==> config.mk <==
export PLATFORM = sky130hd
export DESIGN_NAME = time_entry_loader
export DESIGN_NICKNAME = d
export VERILOG_FILES = /design/src/rtl/time_entry_loader.sv
export SDC_FILE = /design/constraint.sdc
export NUM_CORES = 1
export LEC_CHECK = 0
export BUFFER_PORTS_ARGS = -buffer_cell sky130_fd_sc_hd__buf_4
export CAP_MARGIN = 20
export CORE_MARGIN = 8
export CORE_UTILIZATION = 34
export CTS_BUF_LIST = sky130_fd_sc_hd__clkbuf_4 sky130_fd_sc_hd__clkbuf_8 sky130_fd_sc_hd__clkbuf_16
export DETAILED_ROUTE_END_ITERATION = 6
export GPL_ROUTABILITY_DRIVEN = 1
export PLACE_DENSITY = 0.65
export RECOVER_POWER = 100
export SLEW_MARGIN = 40
export SYNTH_ARGS = -nofsm -noshare
export SYNTH_HDL_FRONTEND = slang
export SYNTH_SLANG_ARGS = --single-unit
==> constraint.sdc <==
create_clock -name clk -period 1.81 [get_ports clk]
set_clock_uncertainty 0.05 [all_clocks]
set_input_delay 0.2715 -clock clk [delete_from_list [all_inputs] [get_ports clk]]
set_output_delay 0.2715 -clock clk [all_outputs]
set_load 0.03 [all_outputs]
==> src/rtl/time_entry_loader.sv <==
// ---------------------------------------------------------------------------
// time_entry_loader
//
// Keypad time-entry front end for the microwave timer. Decoded key presses
// are shifted into an MM:SS BCD entry buffer. A start key normalises the
// seconds field, presents the four digits to the timer down-counter chain
// with a one-cycle active-low parallel-load strobe, then holds the run enable
// until the chain reports zero or the user presses clear.
//
// Build option:
//   ENTRY_NORMALIZE_EN  defined   : seconds tens above 5 carry into minutes,
//                                   saturating at 99:59.
//                       undefined : seconds tens above 5 clamp to 5,
//                                   minutes unchanged.
//
// Ports:
//   clk          system clock, rising edge
//   Cn           asynchronous active-low clear
//   key_valid    one-cycle key strobe
//   key_code     0-9 digit, A clear, B start, C-F ignored
//   timer_zero   all timer digits are zero
//   sec_units    BCD seconds units (entry buffer / load data)
//   sec_tens     BCD seconds tens
//   min_units    BCD minutes units
//   min_tens     BCD minutes tens
//   Cin          active-low parallel-load strobe to the timer chain
//   start        run enable to the timer chain
//   digit_count  number of digits entered, 0-4
//   busy         high while normalising, loading or running
// ---------------------------------------------------------------------------
module time_entry_loader (
   input  logic       clk,
   input  logic       Cn,
   input  logic       key_valid,
   input  logic [3:0] key_code,
   input  logic       timer_zero,
   output logic [3:0] sec_units,
   output logic [3:0] sec_tens,
   output logic [3:0] min_units,
   output logic [3:0] min_tens,
   output logic       Cin,
   output logic       start,
   output logic [2:0] digit_count,
   output logic       busy
);

   typedef enum logic [2:0] {
      ST_IDLE  = 3'd0,
      ST_ENTRY = 3'd1,
      ST_NORM  = 3'd2,
      ST_LOAD  = 3'd3,
      ST_RUN   = 3'd4
   } state_t;

   localparam logic [3:0] KEY_CLEAR = 4'hA;
   localparam logic [3:0] KEY_START = 4'hB;

   // Buffer layout: {min_tens, min_units, sec_tens, sec_units}
`ifdef ENTRY_NORMALIZE_EN
   // Seconds tens above 5 borrow 60 s and add one minute; BCD carry from
   // minutes units into tens, saturating the whole entry at 99:59.
   function automatic logic [15:0] norm_digits(input logic [15:0] b);
      logic [3:0] mt;
      logic [3:0] mu;
      logic [3:0] st;
      logic [3:0] su;
      logic [15:0] r;
      mt = b[15:12];
      mu = b[11:8];
      st = b[7:4];
      su = b[3:0];
      if (st > 4'd5) begin
         st = st - 4'd6;
         if (mu == 4'd9) begin
            if (mt == 4'd9) begin
               r = {4'd9, 4'd9, 4'd5, 4'd9};
            end else begin
               r = {mt + 4'd1, 4'd0, st, su};
            end
         end else begin
            r = {mt, mu + 4'd1, st, su};
         end
      end else begin
         r = b;
      end
      return r;
   endfunction
`else
   // Seconds tens above 5 are clamped to 5; minutes untouched.
   function automatic logic [15:0] norm_digits(input logic [15:0] b);
      logic [15:0] r;
      if (b[7:4] > 4'd5) begin
         r = {b[15:8], 4'd5, b[3:0]};
      end else begin
         r = b;
      end
      return r;
   endfunction
`endif

   state_t      state_r;
   state_t      state_s;
   logic [15:0] buf_r;
   logic [15:0] buf_s;
   logic [2:0]  cnt_r;
   logic [2:0]  cnt_s;
   logic        cin_r;
   logic        cin_s;
   logic        start_r;
   logic        start_s;
   logic        busy_r;
   logic        busy_s;

   logic        is_digit_s;
   logic        is_clear_s;
   logic        is_start_s;

   // Key decode; codes C-F fall through as no-ops everywhere.
   always_comb begin
      is_digit_s = key_valid && (key_code <= 4'd9);
      is_clear_s = key_valid && (key_code == KEY_CLEAR);
      is_start_s = key_valid && (key_code == KEY_START);
   end

   // Next-state, entry buffer and digit counter.
   always_comb begin
      state_s = state_r;
      buf_s   = buf_r;
      cnt_s   = cnt_r;
      case (state_r)
         ST_IDLE, ST_ENTRY: begin
            if (is_clear_s) begin
               buf_s   = 16'h0000;
               cnt_s   = 3'd0;
               state_s = ST_IDLE;
            end else if (is_digit_s) begin
               // A full buffer silently drops further digits.
               if (cnt_r < 3'd4) begin
                  buf_s   = {buf_r[11:0], key_code};
                  cnt_s   = cnt_r + 3'd1;
                  state_s = ST_ENTRY;
               end else begin
                  state_s = ST_ENTRY;
               end
            end else if (is_start_s && (state_r == ST_ENTRY)) begin
               // An all-zero entry is discarded rather than loaded.
               if (buf_r != 16'h0000) begin
                  state_s = ST_NORM;
               end else begin
                  buf_s   = 16'h0000;
                  cnt_s   = 3'd0;
                  state_s = ST_IDLE;
               end
            end else begin
               state_s = state_r;
            end
         end
         ST_NORM: begin
            buf_s   = norm_digits(buf_r);
            state_s = ST_LOAD;
         end
         ST_LOAD: begin
            // timer_zero is deliberately ignored here: the chain still
            // holds its previous (possibly zero) count until this edge.
            state_s = ST_RUN;
         end
         ST_RUN: begin
            if (is_clear_s || timer_zero) begin
               buf_s   = 16'h0000;
               cnt_s   = 3'd0;
               state_s = ST_IDLE;
            end else begin
               state_s = ST_RUN;
            end
         end
         default: begin
            buf_s   = 16'h0000;
            cnt_s   = 3'd0;
            state_s = ST_IDLE;
         end
      endcase
   end

   // Output strobes decoded from the next state so they are registered.
   always_comb begin
      cin_s   = (state_s != ST_LOAD);
      start_s = (state_s == ST_RUN);
      busy_s  = (state_s == ST_NORM) || (state_s == ST_LOAD) ||
                (state_s == ST_RUN);
   end

   // State and output registers with asynchronous clear.
   always_ff @(posedge clk or negedge Cn) begin
      if (!Cn) begin
         state_r <= ST_IDLE;
         buf_r   <= 16'h0000;
         cnt_r   <= 3'd0;
         cin_r   <= 1'b1;
         start_r <= 1'b0;
         busy_r  <= 1'b0;
      end else begin
         state_r <= state_s;
         buf_r   <= buf_s;
         cnt_r   <= cnt_s;
         cin_r   <= cin_s;
         start_r <= start_s;
         busy_r  <= busy_s;
      end
   end

   assign {min_tens, min_units, sec_tens, sec_units} = buf_r;
   assign digit_count = cnt_r;
   assign Cin         = cin_r;
   assign start       = start_r;
   assign busy        = busy_r;

endmodule

==> results of run 1 <==
-- area by class of cell --
class	count	share of cell area [%]
well taps	48	3.55
flip-flops and latches	25	37.7
clock buffers	4	1.77
inverters	18	3.99
repair buffers	51	19.4
multi-input cells	73	33.6
-- metal layers --
layer  share of wire (%)  wire [um]  track usage, %
met3                 3.8        123            3.77
met4                 1.3         42            3.65
met2                  50       1620            18.2
met1                  44       1430            13.1
met5                   0          0               0
-- worst paths after layout --
kind                                  end  cells past startpoint  slack, ns
setup / recovery                 buf_r[8]                      6      -0.08
hold / removal                   buf_r[2]                      3       0.17
setup reg to reg                 buf_r[8]                      6      -0.08
hold reg to reg            digit_count[2]                      1       0.49
max in group asynchronous        buf_r[0]                      2       0.82
min in group asynchronous       buf_r[15]                      2       0.44
-- state kept, by name (all words and copies together), names as in the netlist --
name and count:
buf_r 16, Cin 1, state_r 3, busy 1, digit_count 3, start 1
-- logic make-up after synthesis --
group / count (synthesis) / synth area share (%)
compound gates: 14 / 8.68
mux: 17 / 14.1
flops: 25 / 50.6
fa+ha+maj: 1 / 1.01
simple gates: 41 / 16.8
buf+inv: 21 / 8.88
-- critical path: cells and delay by family, from the launching register on --
kind,cells,cell delay [ns]
AOI/OAI and AO/OA,2,0.48
buffers and inverters,1,0.17
DFF,1,0.46
muxes,1,0.20
and+or+nand+nor,2,0.45
-- placed cells by master (no fill, tap or decap), types with 3 or more instances in the layout --
cell type / instances
nand2_1: 24
clkbuf_1: 20
inv_1: 18
clkbuf_4: 4
buf_4: 26
mux2i_1: 16
nor4_4: 3
a21oi_1: 3
o21ai_0: 3
dfrtp_1: 15
dfrtp_2: 9
-- synth_stat cells --
| master | instances |
|---|---|
| o21ai_0 | 3 |
| or2_0 | 1 |
| o2bb2ai_1 | 1 |
| a211o_1 | 1 |
| mux2_4 | 1 |
| mux2i_1 | 16 |
| or2_2 | 1 |
| and2b_2 | 1 |
| a21bo_2 | 1 |
| nand4b_1 | 1 |
| nand4_1 | 1 |
| buf_12 | 1 |
| nor3_2 | 1 |
| nor3_1 | 1 |
| nor4_1 | 5 |
| nand2_1 | 24 |
| dfstp_2 | 1 |
| dfrtp_1 | 24 |
| ha_1 | 1 |
| buf_6 | 2 |
| o22a_2 | 1 |
| nor4b_1 | 1 |
| nand4bb_1 | 1 |
| inv_1 | 18 |
| a21oi_1 | 3 |
| a21o_2 | 1 |
| a22oi_1 | 2 |
| nand3b_1 | 1 |
| nor2_1 | 2 |
| a21oi_4 | 1 |
-- metrics by stage --
| step | util, % | hold slack [ns] |
|---|---|---|
| finish | 47.3 | 0.168 |
| global route | 47.3 | 0.151 |
| CTS | 48.2 | 0.156 |
| detailed placement | 45.8 | 0.143 |
| global placement | 45.8 | 0.144 |
| floorplan | - | -0.0741 |
-- what timing repair did --
action                                  CTS  global route
buffers inserted                          1             3
hold buffers                              1             0
pin swaps                                 0             4
cloned                                    0             0
endpoints found under the setup margin   17            19
resized for setup                         6             4
endpoints found under the hold margin    24             0
-- power by group --
group	leakage, nW	internal (mW)	switching, mW
clock	0.0184	0.101	0.165
combinational	0.447	0.292	0.385
sequential	0.319	0.642	0.0865
total	0.785	1.03	0.636
==> flow_metrics.env, run 1 <==
export IMPL_run_status="finished with violations"
export IMPL_violations="setup timing"
export IMPL_hold_viol=0
export IMPL_clk_pin_slew_ns=0.13
export IMPL_syn_cell_area_sq_mm=0.00124
export IMPL_synth_cell_type_count=30
export IMPL_grt_start_max_net_pins=26
export IMPL_io_buffer_count=29
export IMPL_dp_cells=210
export IMPL_post_route_period_util_pct=104
export IMPL_critPathMaxFanout=9
export IMPL_nNetsFinal=181
export IMPL_grt_overflow_total=0
export IMPL_post_place_ws_ns=-0.129
export IMPL_fin_crit_ns=1.89
export IMPL_layout_cells_non_filler=219
export IMPL_place_congestion=0.792
export IMPL_multi_input_area_sq_um=569
export IMPL_dr_first_iter_drc_count=48
export IMPL_leakage_nw=0.785
export IMPL_relSlewSlack_pct=57.6
export IMPL_required_ns=2.00
export IMPL_wl_per_cell_um=14.7
export IMPL_max_freq_mhz=529
export IMPL_syn_nets=128
export IMPL_min_from="key_code[2]"
export IMPL_hold_path_class="in2reg"
export IMPL_setup_ws_ns=-0.0793
export IMPL_synth_area_leaders="dfrtp_1, mux2i_1, nand2_1"
export IMPL_initial_utilization_pct=34.7
export IMPL_arrival_ns=2.08
export IMPL_regArea_sq_um=638
export IMPL_rsz0062_at_grt="true"
export IMPL_die_x_um=76.4
export IMPL_rows=22
export IMPL_viasPerCell=4.74
export IMPL_cts_tree="built"
export IMPL_drcViolationCount=0
export IMPL_synth_top_area_share_pct=48.4
export IMPL_area_growth_pct=36.5
export IMPL_ir_worst_vdd_v=0.000554
export IMPL_antenna_found_initial=0
export IMPL_cts_max_level=1
export IMPL_vias=1037
export IMPL_drtAntennaViolNets=0
export IMPL_drt_wl_total_um=3220
export IMPL_start_kind="register"
export IMPL_yosysTopAreaCell="dfrtp_1"
export IMPL_fill_cells=375
export IMPL_clk_root_buffer_cell="clkbuf_4"
export IMPL_cts_buffers=3
export IMPL_worst_setup_path_end_kind="register"
export IMPL_slew_violations=0
export IMPL_grt_pass1_vias=1097
export IMPL_drive_above_1_share_pct=33.3
export IMPL_worst_pin_slew_ns=0.635
export IMPL_setup_viol=16
export IMPL_num_antenna_cells=0
export IMPL_max_stage_delay_ns=0.46
export IMPL_coreArea_sq_mm=0.00358
export IMPL_syn_inst=119
export IMPL_clock_latency_ns=0.32
export IMPL_num_io_pins=30
export IMPL_drt_first_pass_iters=4
export IMPL_dp_hpwl_um=2380
export IMPL_slowest_stage="dfrtp_1"
export IMPL_cp_cell_sequence="nor4_4, nand4_1, o22a_2, a21oi_4, buf_12, mux2i_1"
export IMPL_grt_pass1_wl_um=5410
export IMPL_avgSynthCellArea_sq_um=10.4
export IMPL_clock_sinks=25
export IMPL_critPathKind="reg2reg"
export IMPL_grt_use_total_pct=11.0
export IMPL_place_area_sq_mm=0.00164
export IMPL_p_per_area_mw_per_mm2=987
export IMPL_startpoint="buf_r[14]"
export IMPL_die_area_sq_mm=0.00584
export IMPL_reg2reg_from="buf_r[14]"
export IMPL_ys_warn_count=0
export IMPL_clock_path_buffers=2
export IMPL_power_total_mw=1.67
export IMPL_cap_violations=0
export IMPL_ys_seq_area_share_pct=50.6
export IMPL_ys_seq_elements=25
export IMPL_stdcell_area_sq_mm=0.00169
export IMPL_finalSetupTns_ns=-0.771
export IMPL_die_h_um=76.4
(Power assumes the default switching activity.)
==> run 2, diff against run 1 <==
--- a/config.mk
+++ b/config.mk
@@ -12,7 +12,7 @@
 export CTS_BUF_LIST = sky130_fd_sc_hd__clkbuf_4 sky130_fd_sc_hd__clkbuf_8 sky130_fd_sc_hd__clkbuf_16
 export DETAILED_ROUTE_END_ITERATION = 6
 export GPL_ROUTABILITY_DRIVEN = 1
-export PLACE_DENSITY = 0.65
+export PLACE_DENSITY = 0.66
 export RECOVER_POWER = 100
 export SLEW_MARGIN = 40
 export SYNTH_ARGS = -nofsm -noshare
==> flow_metrics.env, run 2 (same netlist as run 1, synthesis figures left out) <==
export IMPL_layout_cells_non_filler=215
export IMPL_dr_first_iter_drc_count=78
export IMPL_cts_tree="built"
export IMPL_dp_cells=209
export IMPL_coreArea_sq_mm=0.00358
export IMPL_drcViolationCount=0
export IMPL_clock_latency_ns=0.31
export IMPL_arrival_ns=2.02
export IMPL_leakage_nw=0.802
export IMPL_die_x_um=76.4
export IMPL_grt_pass1_wl_um=5220
export IMPL_violations="setup timing"
export IMPL_run_status="finished with violations"
export IMPL_final_cell_mix="buf_4, nand2_1, inv_1, mux2i_1, dfrtp_1"
export IMPL_grt_use_total_pct=10.6
export IMPL_clock_path_buffers=2
export IMPL_drt_wl_total_um=3060
export IMPL_die_h_um=76.4
export IMPL_critPathMaxFanout=11
export IMPL_required_ns=2.00
export IMPL_area_growth_pct=36.4
export IMPL_largest_reg_flops=16
export IMPL_drtAntennaViolNets=0
export IMPL_hold_viol=0
export IMPL_drt_first_pass_iters=4
export IMPL_worst_pin_slew_ns=0.631
export IMPL_rows=22
export IMPL_fin_crit_ns=1.83
export IMPL_grt_start_max_net_pins=26
export IMPL_setup_viol=7
export IMPL_setup_ws_ns=-0.0199
export IMPL_power_total_mw=1.67
export IMPL_post_route_period_util_pct=101
export IMPL_cts_max_level=1
export IMPL_antenna_found_initial=0
export IMPL_num_io_pins=30
export IMPL_p_per_area_mw_per_mm2=986
export IMPL_clock_sinks=25
export IMPL_slew_violations=0
export IMPL_wl_per_cell_um=14.2
export IMPL_max_freq_mhz=546
export IMPL_start_kind="register"
export IMPL_regToRegSetupSlack_ns=-0.02
export IMPL_cts_buffers=3
export IMPL_nNetsFinal=177
export IMPL_clk_root_buffer_cell="clkbuf_4"
export IMPL_hold_path_depth=3
export IMPL_ir_worst_vdd_v=0.000430
export IMPL_viasPerCell=4.76
export IMPL_whs_endpoint="buf_r[2]"
export IMPL_relSlewSlack_pct=57.9
export IMPL_die_area_sq_mm=0.00584
export IMPL_r2r_end="buf_r[13]"
export IMPL_critPathKind="reg2reg"
export IMPL_whs_ns=0.167
export IMPL_place_congestion=0.823
export IMPL_max_stage_delay_ns=0.45
export IMPL_largest_register="buf_r"
export IMPL_rsz0062_at_grt="true"
export IMPL_dp_hpwl_um=2320
export IMPL_reg2reg_from="buf_r[14]"
export IMPL_num_antenna_cells=0
export IMPL_min_from="key_code[2]"
export IMPL_clk_pin_slew_ns=0.13
export IMPL_vias=1023
export IMPL_io_buffer_count=29
export IMPL_hold_path_class="in2reg"
export IMPL_grt_overflow_total=0
export IMPL_cap_violations=0
export IMPL_slowest_stage="dfrtp_2"
export IMPL_initial_utilization_pct=34.7
export IMPL_drive_above_1_share_pct=40.7
export IMPL_grt_pass1_vias=1064
export IMPL_layout_commonest_cell="buf_4"
export IMPL_finalSetupTns_ns=-0.0601
export IMPL_worst_setup_path_end_kind="register"
export IMPL_cp_cell_sequence="nor4_4, nand4_1, o22a_2, a21oi_4, buf_12, mux2i_1"
export IMPL_ff2ff_path_depth=6
==> run 2: cell count changes in the layout (fill, tap and decap cells not counted), moves of 2 or more <==
cell      previous run  this run
clkbuf_1            20         7
nor4_4               3         1
buf_4               26        36
nor4_2               0         3
==> run 2: report_power, final <==
group | total [mW] | internal (mW) | switching, mW
logic | 0.674 | 0.305 | 0.369
clock network | 0.264 | 0.101 | 0.163
registers | 0.730 | 0.642 | 0.0872
==> run 2: through the flow <==
stage	setup WS [ns]	utilization [%]	instance area, sq um
finish	-0.0199	47.3	1690
CTS	-0.0183	47.8	1710
global placement	-0.0611	45.6	1630
floorplan	-0.0937	-	1260
detailed placement	-0.0490	45.6	1630
global route	-0.0845	47.3	1690
==> run 2: layout make-up <==
type                       instances  area, sq um
clock buffer                       4         30.0
fill                             367         1890
inverter                          18         67.6
multi-input combinational         73          552
sequential                        25          639
tap                               48         60.1
timing repair buffer              47          343
==> run 2: worst max-delay path by stage <==
stage	slack, ns	cells after the start	from	to
final	-0.02	6	buf_r[14]	buf_r[13]
after floorplan	-0.09	5	buf_r[0]	digit_count[0]
after CTS	-0.02	6	buf_r[14]	buf_r[0]
after global placement	-0.06	6	buf_r[14]	buf_r[3]
after detailed placement	-0.05	6	buf_r[14]	buf_r[0]
after global routing	-0.08	6	buf_r[14]	buf_r[3]
==> run 2: critical path: cells and delay by family (launching register included) <==
kind / cells / cell delay [ns]
and+or+nand+nor: 2 / 0.44
DFF: 1 / 0.45
buffers and inverters: 1 / 0.18
muxes: 1 / 0.19
AOI/OAI and AO/OA: 2 / 0.44
==> run 2: repair_timing <==
item | in CTS | in global routing
endpoints found under the setup margin | 14 | 15
resized for setup | 5 | 2
hold endpoints to repair | 24 | 0
pin swaps | 1 | 0
buffers inserted | 1 | 0
hold buffers | 1 | 0
==> run 2: layer usage <==
metal	part of all wire, %	vias up	track usage, %	routed length, um
li1	-	490	-	-
met1	48	501	14.0	1460
met2	48	28	17.2	1470
met3	3.3	4	2.00	101
met4	1.0	0	2.88	31
met5	0	-	0	0
